## src/rtl/masked_sbox_iter.sv

```systemverilog
// Iterated threshold-implementation S-box core: ROUNDS applications of the
// 3-share nonlinear step G with a per-share rotate between rounds.
// Optional build macro SBOX_ITER_REMASK_EN adds the rnd port and re-masks
// shares 2 and 3 on every state-register load.
module masked_sbox_iter #(
  parameter int unsigned ROUNDS = 4
) (
  input  logic       clk,
  input  logic       rst_n,
  input  logic       in_valid,
  output logic       in_ready,
  input  logic [3:0] x1,
  input  logic [3:0] x2,
  input  logic [3:0] x3,
  output logic       out_valid,
  input  logic       out_ready,
  output logic [3:0] y1,
  output logic [3:0] y2,
  output logic [3:0] y3,
  output logic       busy
`ifdef SBOX_ITER_REMASK_EN
  ,
  input  logic [3:0] rnd
`endif
);

  typedef enum logic [1:0] {
    IDLE = 2'd0,
    RUN  = 2'd1,
    DONE = 2'd2
  } state_t;

  localparam logic [3:0] ROUNDS_L  = 4'(ROUNDS);
  localparam logic       ONE_ROUND = (ROUNDS == 1);

  state_t     state_q, state_d;
  logic [2:0] cnt_q, cnt_d;
  logic [3:0] s1_q, s2_q, s3_q;
  logic [3:0] s1_d, s2_d, s3_d;

  logic       accept;
  logic       last;
  logic [3:0] v1, v2, v3;
  logic [3:0] g1, g2, g3;
  logic [3:0] n1, n2, n3;
  logic [3:0] mask;

  // Share i of G only sees input shares i and i+1, keeping the step
  // non-complete; the XOR of the three t terms equals a&b.
  function automatic logic [3:0] g_share(input logic [3:0] vi,
                                         input logic [3:0] vj,
                                         input logic       inv);
    logic ai, bi, aj, bj, t;
    ai = vi[3];
    bi = vi[2];
    aj = vj[3];
    bj = vj[2];
    t  = (ai & bi) ^ (ai & bj) ^ (aj & bi);
    return {vi[3:1], vi[0] ^ ai ^ bi ^ t ^ inv};
  endfunction

  function automatic logic [3:0] rotl(input logic [3:0] v);
    return {v[2:0], v[3]};
  endfunction

  assign in_ready  = (state_q == IDLE) || ((state_q == DONE) && out_ready);
  assign out_valid = (state_q == DONE);
  assign busy      = (state_q == RUN);
  assign y1        = s1_q;
  assign y2        = s2_q;
  assign y3        = s3_q;

  assign accept = in_valid && in_ready;

`ifdef SBOX_ITER_REMASK_EN
  assign mask = rnd;
`else
  assign mask = '0;
`endif

  always_comb begin
    v1 = s1_q;
    v2 = s2_q;
    v3 = s3_q;
    if (state_q != RUN) begin
      v1 = x1;
      v2 = x2;
      v3 = x3;
    end

    g1 = g_share(v1, v2, 1'b1);
    g2 = g_share(v2, v3, 1'b0);
    g3 = g_share(v3, v1, 1'b0);

    if (state_q == RUN) begin
      last = (({1'b0, cnt_q} + 4'd1) == ROUNDS_L);
    end else begin
      last = ONE_ROUND;
    end

    n1 = last ? g1 : rotl(g1);
    n2 = (last ? g2 : rotl(g2)) ^ mask;
    n3 = (last ? g3 : rotl(g3)) ^ mask;
  end

  always_comb begin
    state_d = state_q;
    cnt_d   = cnt_q;
    s1_d    = s1_q;
    s2_d    = s2_q;
    s3_d    = s3_q;
    unique case (state_q)
      IDLE: begin
        if (accept) begin
          s1_d    = n1;
          s2_d    = n2;
          s3_d    = n3;
          cnt_d   = 3'd1;
          state_d = ONE_ROUND ? DONE : RUN;
        end
      end
      RUN: begin
        s1_d = n1;
        s2_d = n2;
        s3_d = n3;
        // Counter holds on the final round so ROUNDS=8 never wraps to 0.
        if (last) begin
          state_d = DONE;
        end else begin
          cnt_d = cnt_q + 3'd1;
        end
      end
      DONE: begin
        if (out_ready) begin
          if (in_valid) begin
            s1_d    = n1;
            s2_d    = n2;
            s3_d    = n3;
            cnt_d   = 3'd1;
            state_d = ONE_ROUND ? DONE : RUN;
          end else begin
            state_d = IDLE;
          end
        end
      end
      default: begin
        state_d = IDLE;
      end
    endcase
  end

  always_ff @(posedge clk) begin
    if (!rst_n) begin
      state_q <= IDLE;
      cnt_q   <= '0;
      s1_q    <= '0;
      s2_q    <= '0;
      s3_q    <= '0;
    end else begin
      state_q <= state_d;
      cnt_q   <= cnt_d;
      s1_q    <= s1_d;
      s2_q    <= s2_d;
      s3_q    <= s3_d;
    end
  end

endmodule

```

## config.mk

```make
export PLATFORM = sky130hd
export DESIGN_NAME = masked_sbox_iter
export DESIGN_NICKNAME = d
export VERILOG_FILES = /design/src/rtl/masked_sbox_iter.sv
export SDC_FILE = /design/constraint.sdc
export NUM_CORES = 1
export LEC_CHECK = 0
export CAP_MARGIN = 25
export CELL_PAD_IN_SITES_DETAIL_PLACEMENT = 0
export CELL_PAD_IN_SITES_GLOBAL_PLACEMENT = 1
export CORE_MARGIN = 4
export CORE_UTILIZATION = 39
export DETAILED_ROUTE_END_ITERATION = 10
export HOLD_SLACK_MARGIN = 0.1
export PLACE_DENSITY = 0.8
export SETUP_SLACK_MARGIN = 0.15
export SYNTH_ARGS = -nofsm -noshare
export SYNTH_HDL_FRONTEND = slang
export SYNTH_SLANG_ARGS = --single-unit
```

## constraint.sdc

```tcl
create_clock -name clk -period 2.7 [get_ports clk]
set_input_delay 0.405 -clock clk [delete_from_list [all_inputs] [get_ports clk]]
set_output_delay 0.405 -clock clk [all_outputs]
set_load 0.05 [all_outputs]
```

== Yosys cells after proc, flatten, opt, wreduce, memory -nomap -nowiden ==
Cells that the tools add are included.

* Bits of input ports: 16
* Output and inout port bits: 15
* Word-level logic and storage cells: 78
* Bits in latches: 0
* Memory bits (read-only): 0
* Memories: 0
* Bits in writable memories: 0
* Register bits: 17

* Div/mod/pow operators: 0
* Reductions and logical operators: 8
* Bitwise operators: 25
* $mul: 0
* Multiplexer cells: 29
* Add/subtract/negate cells: 2
* Shifts and indexed selects: 0
* Order comparisons: 0
* Eq/ne operators: 9

{| class="wikitable"
|+ Operators by type and width
! operator !! number
|-
| 4-bit two-way mux || 15
|-
| 4-bit one-hot mux with 3 select lines || 3
|-
| 1-bit bitwise XOR || 15
|-
| 3-bit two-way mux || 4
|-
| 1-bit AND || 9
|-
| 3-bit one-hot mux with 3 select lines || 1
|-
| 2-bit two-way mux || 3
|-
| 2-bit by 1-bit != test with 1-bit output (second input constant) || 3
|-
| 2-bit != test (second input constant) || 3
|-
| 2-bit one-hot mux with 3 select lines || 1
|-
| 5-bit AND reduction || 1
|-
| 3-bit by 1-bit adder with 4-bit output (second input constant) || 1
|-
| 4-bit by 3-bit equality test with 1-bit output (second input constant) || 1
|-
| 4-bit AND reduction || 1
|-
| 3-bit by 1-bit adder with 3-bit output (second input constant) || 1
|-
| 3-bit AND reduction || 1
|-
| 3-bit nonzero test || 1
|-
| 2-bit by 1-bit equality test with 1-bit output (second input constant) || 1
|-
| 2-bit equality test (second input constant) || 1
|-
| 1-bit logical AND || 2
|-
| 2-bit zero test || 1
|-
| 1-bit two-way mux || 2
|-
| 1-bit logical OR || 1
|-
| 1-bit NOT || 1
|}

== Depth between registers and ports, before layout ==
* Depth in word-level cells: 11
* Depth in mapped cells: 9
* Gate-level depth less buffers: 6

== Least setup slack after synthesis ==
OpenSTA, ideal clock, no wires.

* Kind: reg-to-reg
* Start: reg s1_q[3], in the netlist y1[3]
* End: reg s3_q[1], in the netlist y3[1]
* Cell stages (with the launch flop): 6
* Arrival time: 1.688 ns
* Setup slack: 0.917 ns
* Setup time: 0.096 ns
* Data required time: 2.604 ns
* Path buffers: 0
* Period minus slack after synthesis: 1.783 ns
* Path through: dfxtp_1 nor4bb_1 a31oi_1 a2111oi_4 nor3b_1 o41ai_2

* Longest elaborated chain between the ends: 8
* Elaborated cells between the ends (all ways): 9
* Classes of those cells: 6 x mux; 3 x bitwise

{| class="wikitable"
|+ RTL lines
! item !! RTL line !! text
|-
| from (decl) || 38 || <nowiki>logic [3:0] s1_q, s2_q, s3_q;</nowiki>
|-
| from (signal assigned) || 156 || <nowiki>s1_q <= '0;</nowiki>
|-
| from (signal assigned) || 162 || <nowiki>s1_q <= s1_d;</nowiki>
|-
| 4-bit two-way mux (*) || 85 || <nowiki>if (state_q != RUN) begin</nowiki>
|-
| 1-bit AND (*) || 58 || <nowiki>t = (ai & bi) ^ (ai & bj) ^ (aj & bi);</nowiki>
|-
| 1-bit bitwise XOR (*) || 58 ||
|-
| 1-bit bitwise XOR (*) || 59 || <nowiki>return {vi[3:1], vi[0] ^ ai ^ bi ^ t ^ inv};</nowiki>
|-
| 4-bit two-way mux (*) || 103 || <nowiki>n3 = (last ? g3 : rotl(g3)) ^ mask;</nowiki>
|-
| 4-bit two-way mux || 135 || <nowiki>if (in_valid) begin</nowiki>
|-
| 4-bit two-way mux || 134 || <nowiki>if (out_ready) begin</nowiki>
|-
| 4-bit one-hot mux with 3 select lines (*) || 112 || <nowiki>unique case (state_q)</nowiki>
|-
| to (signal assigned) || 158 || <nowiki>s3_q <= '0;</nowiki>
|-
| to (signal assigned) || 164 || <nowiki>s3_q <= s3_d;</nowiki>
|-
| to (decl) || 38 ||
|}

Mark *: on every way between the ends. The rest lies on a longest branch, timed or not. The select of a mux whose other input is x is not followed.
A chain may end at the register's enable or synchronous reset.

== Worst setup path after layout ==
* Start: reg state_q[0]
* End: out busy

* Longest elaborated chain between the ends: 1

{| class="wikitable"
|+ RTL lines
! item !! RTL line !! text
|-
| from (decl) || 36 || <nowiki>state_t state_q, state_d;</nowiki>
|-
| from (signal assigned) || 160 || <nowiki>state_q <= state_d;</nowiki>
|-
| 2-bit by 1-bit equality test with 1-bit output || 68 || <nowiki>assign busy = (state_q == RUN);</nowiki>
|-
| to (decl) || 20 || <nowiki>output logic busy</nowiki>
|}

Every way passes these cells.

==> summary.txt <==
Placement
  • Pre-CTS worst setup slack: 0.5208 ns
  • PortBufs: 30
  • Routability cong.: 0.7533
  • HPWL Detailed: 2663 µm

Synthesis
  • EDFF count, synth: 0
  • Xor/xnor cell area share of the yosys netlist: between 6 and 7%
  • Synth Area in Compound Gates: about a quarter
  • Simple-gate portion of the synthesized area: 23.32%
  • Syn_area_per_cell: around 8.8 µm²
  • Ys async rst share: 0%
  • Mapped cell area: ~1300 µm²
  • Register area share after synthesis: between 20% and 30%
  • Post-synthesis mux area share: under 10%
  • Net Count, Synth: between 150 and 200
  • Yosys reg bits: 17
  • Synth Area in Adders: less than 1%
  • Largest family of logic cells by synthesized area: compound AO/OA/AOI/OAI gates
  • Synth cell types: between 50 and 60
  • Syn Inst Count: ~150
  • Yosys warning count: 0
  • Ys flop type: dfxtp_1

Routing
  • Routed wire length: 3577 µm
  • Vias post-DR: between 1,000 and 1,500
  • Remaining DRCs: 0
  • Routed Antenna Nets: 0
  • Via-to-Cell Ratio: around 5.6
  • DR pass1 iterations: 4
  • Per-cell routed wire length: between 15 and 20 µm
  • Iteration-0 DRC Markers: between 40 and 50

STA
  • Worst-Margin Slew: roughly 0.5 ns
  • Endpoints failing setup: 0
  • Slew Limit Fails: 0
  • Worst hold slack: 0.4980 ns
  • Worst Skew: 0.01209 ns
  • Fin. Hold Viols: 0
  • Fmax: around 410 MHz
  • Setup_tns: 0 ns
  • Period utilization: around nine tenths
  • Final worst slack: ~0.26 ns
  • Max_slew headroom: between 60% and 70%
  • Min cycle time layout: ~2.4 ns
  • Unrepaired setup endpoints after global routing: no

Setup path
  • Largest fanout on the critical path: 12
  • Critical-path cell list: nand2b_4, inv_2, clkdlybuf4s50_1
  • Worst path slowest cell: clkdlybuf4s50_1
  • Critical path buffers and inverters: 2
  • CP endpoint kind: primary output
  • Crit path required time: roughly 2.3 ns
  • Setup CP Type: register to primary output
  • CP arrival: roughly 2 ns
  • Setup crit start kind: register
  • CP delay by family, top: buffers and inverters
  • Max stage delay on crit path: between 0.8 and 0.9 ns

CTS
  • Post-CTS Repair Setup Buffers: 0
  • H-tree levels: 1
  • Clk pin slew, worst setup/hold paths: between 0.1 and 0.15 ns
  • CTS Sinks: 17
  • CTS root buf: clkbuf_4
  • Hold buffers post-CTS: 0
  • Cts repair resizes: 0
  • CTS tree: yes
  • Cts bufs inserted: 3
  • Clock buffer depth: 2
  • Clk_lat worst skew: about 0.3 ns

Layout
  • Area Overhead vs Synth: 26.68%
  • Fill count: roughly 320
  • # nets final: approximately 200
  • ANT cells: 0
  • Area occupied by registers: roughly 340 µm²
  • Layout cell share with drive strength beyond 1: between 10% and 20%
  • Multi-input logic area: around 860 µm²

Power and ir drop
  • Lkg Pwr: 0.6511 nW
  • P per Cell Area: approximately 500 nW/µm²
  • Worst vdd ir: 296.9 µV

Job
  • Max-Cap Viols: 0

Global routing
  • GR Overflow Total: 0
  • Largest net degree at the start of global routing: 19
  • First-pass GRT wire length: slightly above 6000 µm
  • Number of global-route vias before repair: 1,269
  • Initial antenna violation count: 0
  • All-layer global routing usage: 18.05%

Floorplanning
  • Die Span X: roughly 66 µm
  • Ports: 31
  • Core Area: 3128 µm²
  • Die area: about 4300 µm²
  • Initial core utilization: a little over two fifths
  • Die height: approximately 66 µm
  • FP Rows: 20

Worst hold path
  • Hold crit path type: register to register

Run status
  • Outcome: finished, final reports clean
==> final cells by class <==
cell class,count,area share (%)
Timing Repair Buffer,34,19.85
Inverter,11,2.500
Tap cell,44,3.333
Sequential cell,17,20.61
Clock buffer,3,1.364
Clock inverter,1,0.3030
Multi-Input combinational cell,111,52.05
==> synth_stat cells, types with 4 or more instances <==
master | number | area, µm²
a211oi_1 | 5 | 37.54
nor2_1 | 12 | 45.04
mux2i_1 | 6 | 60.06
xor2_1 | 4 | 35.03
xnor2_1 | 6 | 52.55
inv_1 | 10 | 37.54
a21oi_1 | 5 | 25.02
o22ai_1 | 5 | 31.28
dfxtp_1 | 17 | 340.3
nand2_1 | 9 | 33.78
==> kinds of logic after synthesis <==
kind of cell,Yosys count
AO/OA/AOI/OAI,40
XOR/XNOR,10
adder cells (fa/ha/maj),1
buffers and inverters,20
flip-flops,17
multiplexers,10
AND/OR/NAND/NOR,50
==> stage by stage <==
step / total power (W) / utilization (%) / area (µm²) / std cells
after floorplan: 0.0005805 / - / 1304 / 148
after global placement: 0.0006874 / 51.92 / 1624 / 217
after detailed placement: 0.0006945 / 51.92 / 1624 / 217
after CTS: 0.0008374 / 52.80 / 1652 / 221
after global routing: 0.0008831 / 52.80 / 1652 / 221
final: 0.0008336 / 52.80 / 1652 / 221
==> worst paths after layout <==
kind              cells after the start  slack (ns)                     from                    end
setup / recovery                      3        0.26  state_q[0]$_SDFFE_PN0P_                   busy
hold / removal                        1        0.50    cnt_q[2]$_SDFFE_PN0P_  cnt_q[2]$_SDFFE_PN0P_
setup reg to reg                      6        0.50  state_q[1]$_SDFFE_PN0P_     y1[0]$_SDFFE_PN0P_
hold reg to reg                       1        0.50    cnt_q[2]$_SDFFE_PN0P_  cnt_q[2]$_SDFFE_PN0P_
==> layer usage <==
metal	global-route usage (%)	routed length, µm
met5	0	0
met4	3.886	15
met3	5.102	210
met2	30.04	1769
met1	23.04	1581
==> registers in the layout, indices dropped and copies added, names as in the netlist <==
| register | flops |
|---|---|
| y1 | 4 |
| state_q | 2 |
| cnt_q | 3 |
| y2 | 4 |
| y3 | 4 |
==> cells in the final DEF (no fill, tap or decap), types with 5 or more instances in the layout <==
| cell | netlist | final |
|---|---|---|
| xnor2_1 | 6 | 6 |
| inv_1 | 10 | 10 |
| o22ai_1 | 5 | 5 |
| a21oi_1 | 5 | 5 |
| a211oi_1 | 5 | 5 |
| mux2i_1 | 6 | 6 |
| nand2_1 | 9 | 9 |
| dfxtp_1 | 17 | 17 |
| nor2_1 | 12 | 12 |
| clkdlybuf4s50_1 | 0 | 29 |
| buf_4 | 1 | 5 |
==> worst register-to-register path, cell delays in order (launching register included) <==
cell,delay [ns]
dfxtp_1,0.52
nand2b_4,0.20
buf_4,0.27
mux2i_1,0.44
xnor2_1,0.20
o21ai_0,0.13
a221o_1,0.34
==> power breakdown <==
group          switching (W)  total, W  internal, W
sequential         0.0000335  0.000310     0.000277
combinational       0.000226  0.000380     0.000154
clock              0.0000884  0.000144    0.0000552
Note: power is estimated with default switching activity, not from simulation.
